[config.mk]
export PLATFORM = sky130hd
export DESIGN_NAME = seg_scan_decoder
export DESIGN_NICKNAME = d
export VERILOG_FILES = /design/src/rtl/seg_scan_decoder.sv
export SDC_FILE = /design/constraint.sdc
export NUM_CORES = 1
export LEC_CHECK = 0
export ABC_AREA = 1
export CAP_MARGIN = 30
export CELL_PAD_IN_SITES_DETAIL_PLACEMENT = 0
export CELL_PAD_IN_SITES_GLOBAL_PLACEMENT = 1
export CORE_MARGIN = 4
export CORE_UTILIZATION = 39
export DETAILED_ROUTE_END_ITERATION = 7
export GPL_ROUTABILITY_DRIVEN = 0
export PLACE_DENSITY = 0.77
export SETUP_SLACK_MARGIN = 0.05
export SYNTH_ARGS = -nofsm -noshare
export SYNTH_HDL_FRONTEND = slang
export SYNTH_SLANG_ARGS = --single-unit
[constraint.sdc]
create_clock -name clk -period 2.65 [get_ports clk]
set_clock_uncertainty 0.1 [all_clocks]
set_input_delay 0.3975 -clock clk [delete_from_list [all_inputs] [get_ports clk]]
set_output_delay 0.3975 -clock clk [all_outputs]
set_load 0.01 [all_outputs]
[src/rtl/seg_scan_decoder.sv]
// seg_scan_decoder
//   Watches the drive lines of a multiplexed, active-low seven-segment display
//   and recovers the hex value being shown. Each (segment, anode) pair must be
//   seen unchanged for STABLE_CYCLES synchronised cycles before its digit is
//   captured. A frame is published once every digit has been captured.
//
// Ports
//   clk          clock, all state on rising edge
//   rst_n        asynchronous active-low reset
//   seg_in[6:0]  active-low segments, bit0=a .. bit6=g
//   an_in        active-low digit enables, bit i low selects digit i
//   value        last complete frame, digit i in bits [4i+3:4i]
//   blank        per-digit blank flags of last complete frame
//   frame_valid  one-cycle pulse when value/blank update
//   glyph_err    one-cycle pulse after capture of an unrecognised pattern
//   err_digit    digit index of the most recent glyph_err (held)
//   dbg_state    FSM state: 0=IDLE, 1=SETTLE, 2=HELD
//
// Handshake: there is no flow control. frame_valid and glyph_err are single
// cycle strobes; value/blank/err_digit hold between strobes.
module seg_scan_decoder #(
  parameter int N_DIGITS      = 4,
  parameter int STABLE_CYCLES = 4
) (
  input  logic                                          clk,
  input  logic                                          rst_n,
  input  logic [6:0]                                    seg_in,
  input  logic [N_DIGITS-1:0]                           an_in,
  output logic [4*N_DIGITS-1:0]                         value,
  output logic [N_DIGITS-1:0]                           blank,
  output logic                                          frame_valid,
  output logic                                          glyph_err,
  output logic [((N_DIGITS > 1) ? $clog2(N_DIGITS) : 1)-1:0] err_digit,
  output logic [1:0]                                    dbg_state
);

  localparam int IW = (N_DIGITS > 1) ? $clog2(N_DIGITS) : 1;
  localparam logic [7:0] STABLE_C = 8'(STABLE_CYCLES);

  typedef enum logic [1:0] {
    ST_IDLE   = 2'd0,
    ST_SETTLE = 2'd1,
    ST_HELD   = 2'd2
  } state_t;

  // Synchronisers idle at all-ones: no segment lit, no digit selected.
  logic [6:0]          r_seg_s1, r_seg_s2;
  logic [N_DIGITS-1:0] r_an_s1,  r_an_s2;

  always_ff @(posedge clk or negedge rst_n) begin
    if (!rst_n) begin
      r_seg_s1 <= '1;
      r_seg_s2 <= '1;
      r_an_s1  <= '1;
      r_an_s2  <= '1;
    end else begin
      r_seg_s1 <= seg_in;
      r_seg_s2 <= r_seg_s1;
      r_an_s1  <= an_in;
      r_an_s2  <= r_an_s1;
    end
  end

  logic [N_DIGITS-1:0] w_an_low;
  logic                w_an_valid;
  logic [IW-1:0]       w_an_idx;

  assign w_an_low   = ~r_an_s2;
  assign w_an_valid = ($countones(w_an_low) == 1);

  always_comb begin
    w_an_idx = '0;
    for (int i = 0; i < N_DIGITS; i++) begin
      if (w_an_low[i]) w_an_idx = IW'(i);
    end
  end

  // Latched pair under observation and its stability count.
  state_t              r_state, w_state_nxt;
  logic [7:0]          r_cnt;
  logic [6:0]          r_seg_l;
  logic [N_DIGITS-1:0] r_an_l;
  logic [IW-1:0]       r_idx_l;
  logic                w_pair_changed;
  logic                w_load, w_inc, w_capture;

  assign w_pair_changed = (r_seg_s2 != r_seg_l) || (r_an_s2 != r_an_l);

  always_ff @(posedge clk or negedge rst_n) begin
    if (!rst_n) r_state <= ST_IDLE;
    else        r_state <= w_state_nxt;
  end

  always_comb begin
    w_state_nxt = r_state;
    w_load      = 1'b0;
    w_inc       = 1'b0;
    w_capture   = 1'b0;
    case (r_state)
      ST_IDLE: begin
        if (w_an_valid) begin
          w_state_nxt = ST_SETTLE;
          w_load      = 1'b1;
        end
      end
      ST_SETTLE: begin
        if (w_pair_changed) begin
          if (w_an_valid) w_load = 1'b1;
          else            w_state_nxt = ST_IDLE;
        end else if (r_cnt >= STABLE_C) begin
          w_capture   = 1'b1;
          w_state_nxt = ST_HELD;
        end else begin
          w_inc = 1'b1;
        end
      end
      ST_HELD: begin
        if (w_pair_changed) begin
          if (w_an_valid) begin
            w_state_nxt = ST_SETTLE;
            w_load      = 1'b1;
          end else begin
            w_state_nxt = ST_IDLE;
          end
        end
      end
      default: w_state_nxt = ST_IDLE;
    endcase
  end

  always_ff @(posedge clk or negedge rst_n) begin
    if (!rst_n) begin
      r_cnt   <= '0;
      r_seg_l <= '1;
      r_an_l  <= '1;
      r_idx_l <= '0;
    end else begin
      if (w_load) begin
        r_cnt   <= 8'd1;
        r_seg_l <= r_seg_s2;
        r_an_l  <= r_an_s2;
        r_idx_l <= w_an_idx;
      end else if (w_inc && (r_cnt != 8'hFF)) begin
        r_cnt <= r_cnt + 8'd1;
      end
    end
  end

  // Active-low hex glyph decode; 7F (all off) is a legitimate blank digit.
  logic [3:0] w_nib;
  logic       w_known, w_is_blank;

  always_comb begin
    w_nib      = 4'h0;
    w_known    = 1'b1;
    w_is_blank = 1'b0;
    case (r_seg_l)
      7'h40: w_nib = 4'h0;
      7'h79: w_nib = 4'h1;
      7'h24: w_nib = 4'h2;
      7'h30: w_nib = 4'h3;
      7'h19: w_nib = 4'h4;
      7'h12: w_nib = 4'h5;
      7'h02: w_nib = 4'h6;
      7'h78: w_nib = 4'h7;
      7'h00: w_nib = 4'h8;
      7'h10: w_nib = 4'h9;
      7'h08: w_nib = 4'hA;
      7'h03: w_nib = 4'hB;
      7'h46: w_nib = 4'hC;
      7'h21: w_nib = 4'hD;
      7'h06: w_nib = 4'hE;
      7'h0E: w_nib = 4'hF;
      7'h7F: w_is_blank = 1'b1;
      default: w_known = 1'b0;
    endcase
  end

  // Pending frame buffer; published and cleared when the last digit lands.
  logic [4*N_DIGITS-1:0] r_pend_val, w_val_nxt;
  logic [N_DIGITS-1:0]   r_pend_blank, w_blank_nxt;
  logic [N_DIGITS-1:0]   r_mask, w_mask_nxt;
  logic                  w_frame_done, w_err;

  always_comb begin
    w_val_nxt   = r_pend_val;
    w_blank_nxt = r_pend_blank;
    w_mask_nxt  = r_mask;
    if (w_capture && w_known) begin
      for (int i = 0; i < N_DIGITS; i++) begin
        if (i == int'(r_idx_l)) begin
          w_val_nxt[4*i +: 4] = w_nib;
          w_blank_nxt[i]      = w_is_blank;
          w_mask_nxt[i]       = 1'b1;
        end
      end
    end
  end

  assign w_frame_done = w_capture && w_known && (&w_mask_nxt);
  assign w_err        = w_capture && !w_known;

  always_ff @(posedge clk or negedge rst_n) begin
    if (!rst_n) begin
      r_pend_val   <= '0;
      r_pend_blank <= '0;
      r_mask       <= '0;
      value        <= '0;
      blank        <= '0;
      frame_valid  <= 1'b0;
      glyph_err    <= 1'b0;
      err_digit    <= '0;
    end else begin
      r_pend_val   <= w_val_nxt;
      r_pend_blank <= w_blank_nxt;
      r_mask       <= w_frame_done ? '0 : w_mask_nxt;
      frame_valid  <= w_frame_done;
      glyph_err    <= w_err;
      if (w_frame_done) begin
        value <= w_val_nxt;
        blank <= w_blank_nxt;
      end
      if (w_err) err_digit <= r_idx_l;
    end
  end

  assign dbg_state = r_state;

endmodule
# After elaboration in Yosys (flattened, before gate mapping)
# Index checks and enable logic that the tools add are counted.
dict set report classes {
  shifts 0
  mul 0
  n_eq_ne 29
  div 0
  order_cmp 1
  mux 40
  n_reduce_logical 14
  bitwise 1
  addsub 4
}
# cell n
set ops {}
lappend ops {{$pmux W4 S15} 1}
lappend ops {{$eq A7 B7 Y1 const B} 5}
lappend ops {{$mux W4} 7}
lappend ops {{$eq A7 B5 Y1 const B} 3}
lappend ops {{$eq A7 B6 Y1 const B} 3}
lappend ops {{$mux W1} 20}
lappend ops {{$reduce_or A17 Y1} 1}
lappend ops {{$mux W16} 1}
lappend ops {{$mux W8} 2}
lappend ops {{$eq A7 B2 Y1 const B} 2}
lappend ops {{$eq A7 B4 Y1 const B} 2}
lappend ops {{$mux W2} 7}
lappend ops {{$add A8 B1 Y8 const B} 1}
lappend ops {{$ge A8 B3 Y1 const B} 1}
lappend ops {{$ne A8 B8 Y1 const B} 1}
lappend ops {{$reduce_and A4 Y1} 2}
lappend ops {{$eq A7 B3 Y1 const B} 1}
lappend ops {{$logic_not A7 Y1} 1}
lappend ops {{$ne A7 B7 Y1} 1}
lappend ops {{$ne A3 B3 Y1 const B} 2}
lappend ops {{$pmux W2 S3} 1}
lappend ops {{$add A1 B1 Y2} 2}
lappend ops {{$eq A2 B2 Y1 const A} 2}
lappend ops {{$logic_and A1 B1 Y1} 4}
lappend ops {{14 further kinds} 16}
dict set report totals {
  regBits 93
  memories 0
  elab_cells 106
  rom_bits 0
  latchBits 0
  in_bits 13
  out_inout_bits 26
  ram_bits 0
}

# Longest topological paths before layout
dict set report logic_depth {
  ltp_word 9
  depth_mapped 19
  mapped_depth_nobuf 17
}

# Least setup slack after synthesis
# OpenSTA, ideal clock, no wires.
dict set report synth_timing {
  path_kind {register to register}
  from {reg r_an_s2[0]}
  to {reg r_an_l[0]}
  synth_period_minus_slack_ns 2.687
  required_time_ns 2.489
  path_buffers 2
  stages_incl_launch_ff 13
  setup_ns 0.061
  arrival_ns 2.526
  setup_slack_ns -0.037
  cell_sequence {dfstp_2 -> fa_1 -> inv_1 -> ha_1 -> ha_1 -> or3b_2 -> nor2_1 -> nand2_1 -> buf_4 -> inv_2 -> buf_2 -> nand2_1 -> nand2_1}
}
dict set report synth_via {
  elab_chain_len 7
  word_cells_on_any_way 9
  classes_between {2 x add/sub; 2 x eq/ne; 3 x mux; 1 x bitwise; 1 x reduce/logical}
}
# element line_no
set synth_lines {}
lappend synth_lines {{start: declaration} 48} ;# logic [N_DIGITS-1:0] r_an_s1, r_an_s2;
lappend synth_lines {{start signal: assignment} 60} ;# r_an_s2 <= r_an_s1;
lappend synth_lines {{$not A4 Y4} 68} ;# assign w_an_low = ~r_an_s2;
lappend synth_lines {{$add A1 B1 Y2 (not written as such)} 69} ;# assign w_an_valid = ($countones(w_an_low) == 1);
lappend synth_lines {{$add A2 B2 Y3 (not written as such)} 69}
lappend synth_lines {{$eq A3 B1 Y1} 69}
lappend synth_lines {{$mux W1} {101, 108, 119}}
lappend synth_lines {{$mux W1} 118} ;# if (w_pair_changed) begin
lappend synth_lines {{$pmux W1 S2} 99} ;# case (r_state)
lappend synth_lines {{end signal: assignment} 141} ;# r_an_l <= r_an_s2;
lappend synth_lines {{end: declaration} 82} ;# logic [N_DIGITS-1:0] r_an_l;
# Several ways; a longest one is shown, not always the timed one.
# A chain may end at the register's enable or synchronous reset.

# Worst setup path after layout
dict set report layout_timing {
  from {reg r_an_s2[0]}
  to {reg r_idx_l[1]}
}
dict set report layout_via {
  elab_chain_len 7
  word_cells_on_any_way 9
  classes_between {2 x add/sub; 2 x eq/ne; 3 x mux; 1 x bitwise; 1 x reduce/logical}
}
# element line_no
set layout_lines {}
lappend layout_lines {{$not A4 Y4} 68}
lappend layout_lines {{$add A1 B1 Y2 (not written as such)} 69}
lappend layout_lines {{$add A2 B2 Y3 (not written as such)} 69}
lappend layout_lines {{$eq A3 B1 Y1} 69}
lappend layout_lines {{$mux W1} {101, 108, 119}}
lappend layout_lines {{$mux W1} 118}
lappend layout_lines {{$pmux W1 S2 (*)} 99}
lappend layout_lines {{end signal: assignment} 142} ;# r_idx_l <= w_an_idx;
lappend layout_lines {{end: declaration} 83} ;# logic [IW-1:0] r_idx_l;
# Every way passes the cells marked *; elsewhere a longest branch is shown, timed or not.

==> metrics <==
startpoint types flop; # diodes 0; number of port buffers 38; R2R Setup Slk 110 ps; Mean Syn Cell Area 8.71 µm²; status finished, final reports clean; Leakage 2.53 nW; Crit Path Class reg2reg; Setup TNS 0 ps; RSZ-0062 raised after global routing true; Final min period 2540 ps; CP arrival 2710 ps; clock slew at reported path FFs 90 ps; crit share post-route 0.958; core area 10800 µm²; router iterations before antenna repair 4; via count 3142; die extent in y 113 µm; # nets final 566; Global Route Usage Sum 0.148; yosys warns 0; Starting Density 0.397; most frequent cell after synthesis nand2_1; PnR Total Power 3.85 mW; final hold vios 0; Synth area leaders dfrtp_1 (35%), dfstp_2 (20%), nand2_1 (15%), inv_1 (4.4%), nor2_1 (4.2%); first-pass GRT wire length 15300 µm; layout filler cell count 1049; total gr overflow 0; CTS tree done; later-pin clock latency in the skew report 350 ps; async set-reset flop share out of synthesis 1.00; crit-path max FO 8; post-layout util 0.476; Ports 39; max_cap viols 0; clock buffer depth 2; wirelength, routed 8570 µm; Post-synth EDFFs 0; pre-CTS WS 32.8 ps; Inserted Clock Buffers 9; non-filler cells, final 689; worst path required time 2820 ps; FMAX 0.394 GHz; leading area contributor after synthesis dfrtp_1; First DRT Iteration DRCs 132; Die Width 113 µm; area grow syn2layout 20.0%; clk sinks 93; sequential area share after synthesis 0.553; crit path capture type flop; DRC 0; register bit count reported by yosys 93; Final ANT Viol Nets 0; Die ar. 12700 µm²; num rows 38; top-area cell type share of the netlist area 0.350; Worst slew margin 0.623; post-route setup slack 111 ps; cell count after synthesis 492; initial antenna violation count 0; worst-margin pin slew 566 ps; worst hold path type reg2reg; Synth Cell Area 4280 µm²; detailed placer's ending HPWL 6160 µm; ys flop type dfrtp_1; largest net degree at the start of global routing 45; final setup vio count 0; Cell variety after synth 37; Synth top cells by count nand2_1 (172), dfrtp_1 (60), inv_1 (50), nor2_1 (48), dfstp_2 (33); Peak VDD IR 0.304 mV; Power Density 749 nW/µm²; ratio of cells with drive above 1 in the final layout 0.195; number of max-slew violations in the final report 0; syn_nets 514; placed cells 670; detailed-route vias per instance 4.56; wire per inst 12.4 µm; number of global-route vias before repair 3290; CTS H-tree depth 3; root buffer cell clkbuf_8
worst max-delay path, cell delays in order (launching register included):
cell and delay [ps]:
dfstp_2 380, fa_1 530, inv_1 40, ha_1 170, ha_1 270, or3b_4 400
nor2_4 130, nand2_4 90, buf_4 170, a22oi_2 170
cell usage in the layout (no fill, tap or decap), types with 8 or more instances in the layout:
cell and instances:
clkdlybuf4s50_1 37, buf_4 9, nand2_2 11, clkbuf_8 11
ha_1 8, o21ai_0 16, inv_1 50, dfrtp_1 60
nand2_1 171, nor2_2 9, dfstp_2 33, a21oi_1 8
nand3_1 11, nor2_1 46, o21ai_1 13
kinds of logic (layout without fill, tap and decap cells):
group           after synthesis  after routing  synth area share
buf+inv                      67            124            0.0651
xor+xnor                      5              5            0.0102
compound gates               45             45            0.0602
flops                        93             93             0.553
simple gates                273            273             0.284
fa+ha+maj                     9              9            0.0280
what timing repair did:
action | 4_1_cts | 5_1_grt
setup endpoints to repair | 10 | 17
hold buffers | 1 | 0
endpoints found under the hold margin | 32 | 0
setup buffers | 2 | 0
pin swaps | 1 | 4
gates resized for setup | 3 | 11
sequential cells by signal, summed over array words and instances, names as in the netlist:
| name | flops |
|---|---|
| dbg_state | 2 |
| r_pend_val | 16 |
| frame_valid | 1 |
| err_digit | 2 |
| r_an_s2 | 4 |
| blank | 4 |
| r_seg_s1 | 7 |
| glyph_err | 1 |
| r_seg_s2 | 7 |
| r_seg_l | 7 |
| r_an_s1 | 4 |
| r_mask | 4 |
| r_pend_blank | 4 |
| r_cnt | 8 |
| value | 16 |
| r_idx_l | 2 |
| r_an_l | 4 |
where the power goes:
| part | leakage, nW | switching (mW) | internal [mW] | total [mW] |
|---|---|---|---|---|
| Clock | 0.104 | 0.479 | 0.492 | 0.971 |
| Combinational | 1.25 | 0.724 | 0.365 | 1.09 |
| Sequential | 1.17 | 0.182 | 1.61 | 1.79 |
| Total | 2.53 | 1.38 | 2.47 | 3.85 |
final timing paths:
kind	from	endpoint	cells after the start
setup reg to reg	r_an_s2[0]	r_idx_l[1]	9
hold / removal	r_seg_s1[5]	r_seg_s2[5]	0
max in group asynchronous	rst_n	r_seg_s2[1]	3
min in group asynchronous	rst_n	value[15]	2
setup / recovery	r_an_s2[0]	r_idx_l[1]	9
hold reg to reg	r_seg_s1[5]	r_seg_s2[5]	0
final cells by class:
cell class	count	area, µm²	area share
repair buffers	50	508	0.0988
multi-input cells	332	1670	0.324
well taps	140	175	0.0341
inverters	58	220	0.0428
clock inverters	3	45.0	0.00876
clock buffers	13	159	0.0309
flip-flops and latches	93	2370	0.461
through the flow:
stage / area, µm² / hold slack, ps
final: 5140 / 254
after global routing: 5140 / 251
after CTS: 5120 / 253
after detailed placement: 4890 / 247
after global placement: 4890 / 245
after floorplan: 4300 / 1.91
routing by layer:
| layer | share of wire | wire length, µm | vias to the layer above | track usage |
|---|---|---|---|---|
| met4 | 0.014 | 124 | 0 | 0.0633 |
| met1 | 0.50 | 4260 | 1476 | 0.200 |
| met5 | 0 | 0 | - | 0 |
| met3 | 0.028 | 236 | 8 | 0.0262 |
| li1 | - | - | 1612 | - |
| met2 | 0.46 | 3960 | 46 | 0.234 |
No activity file was read; power rests on OpenSTA's default activity.
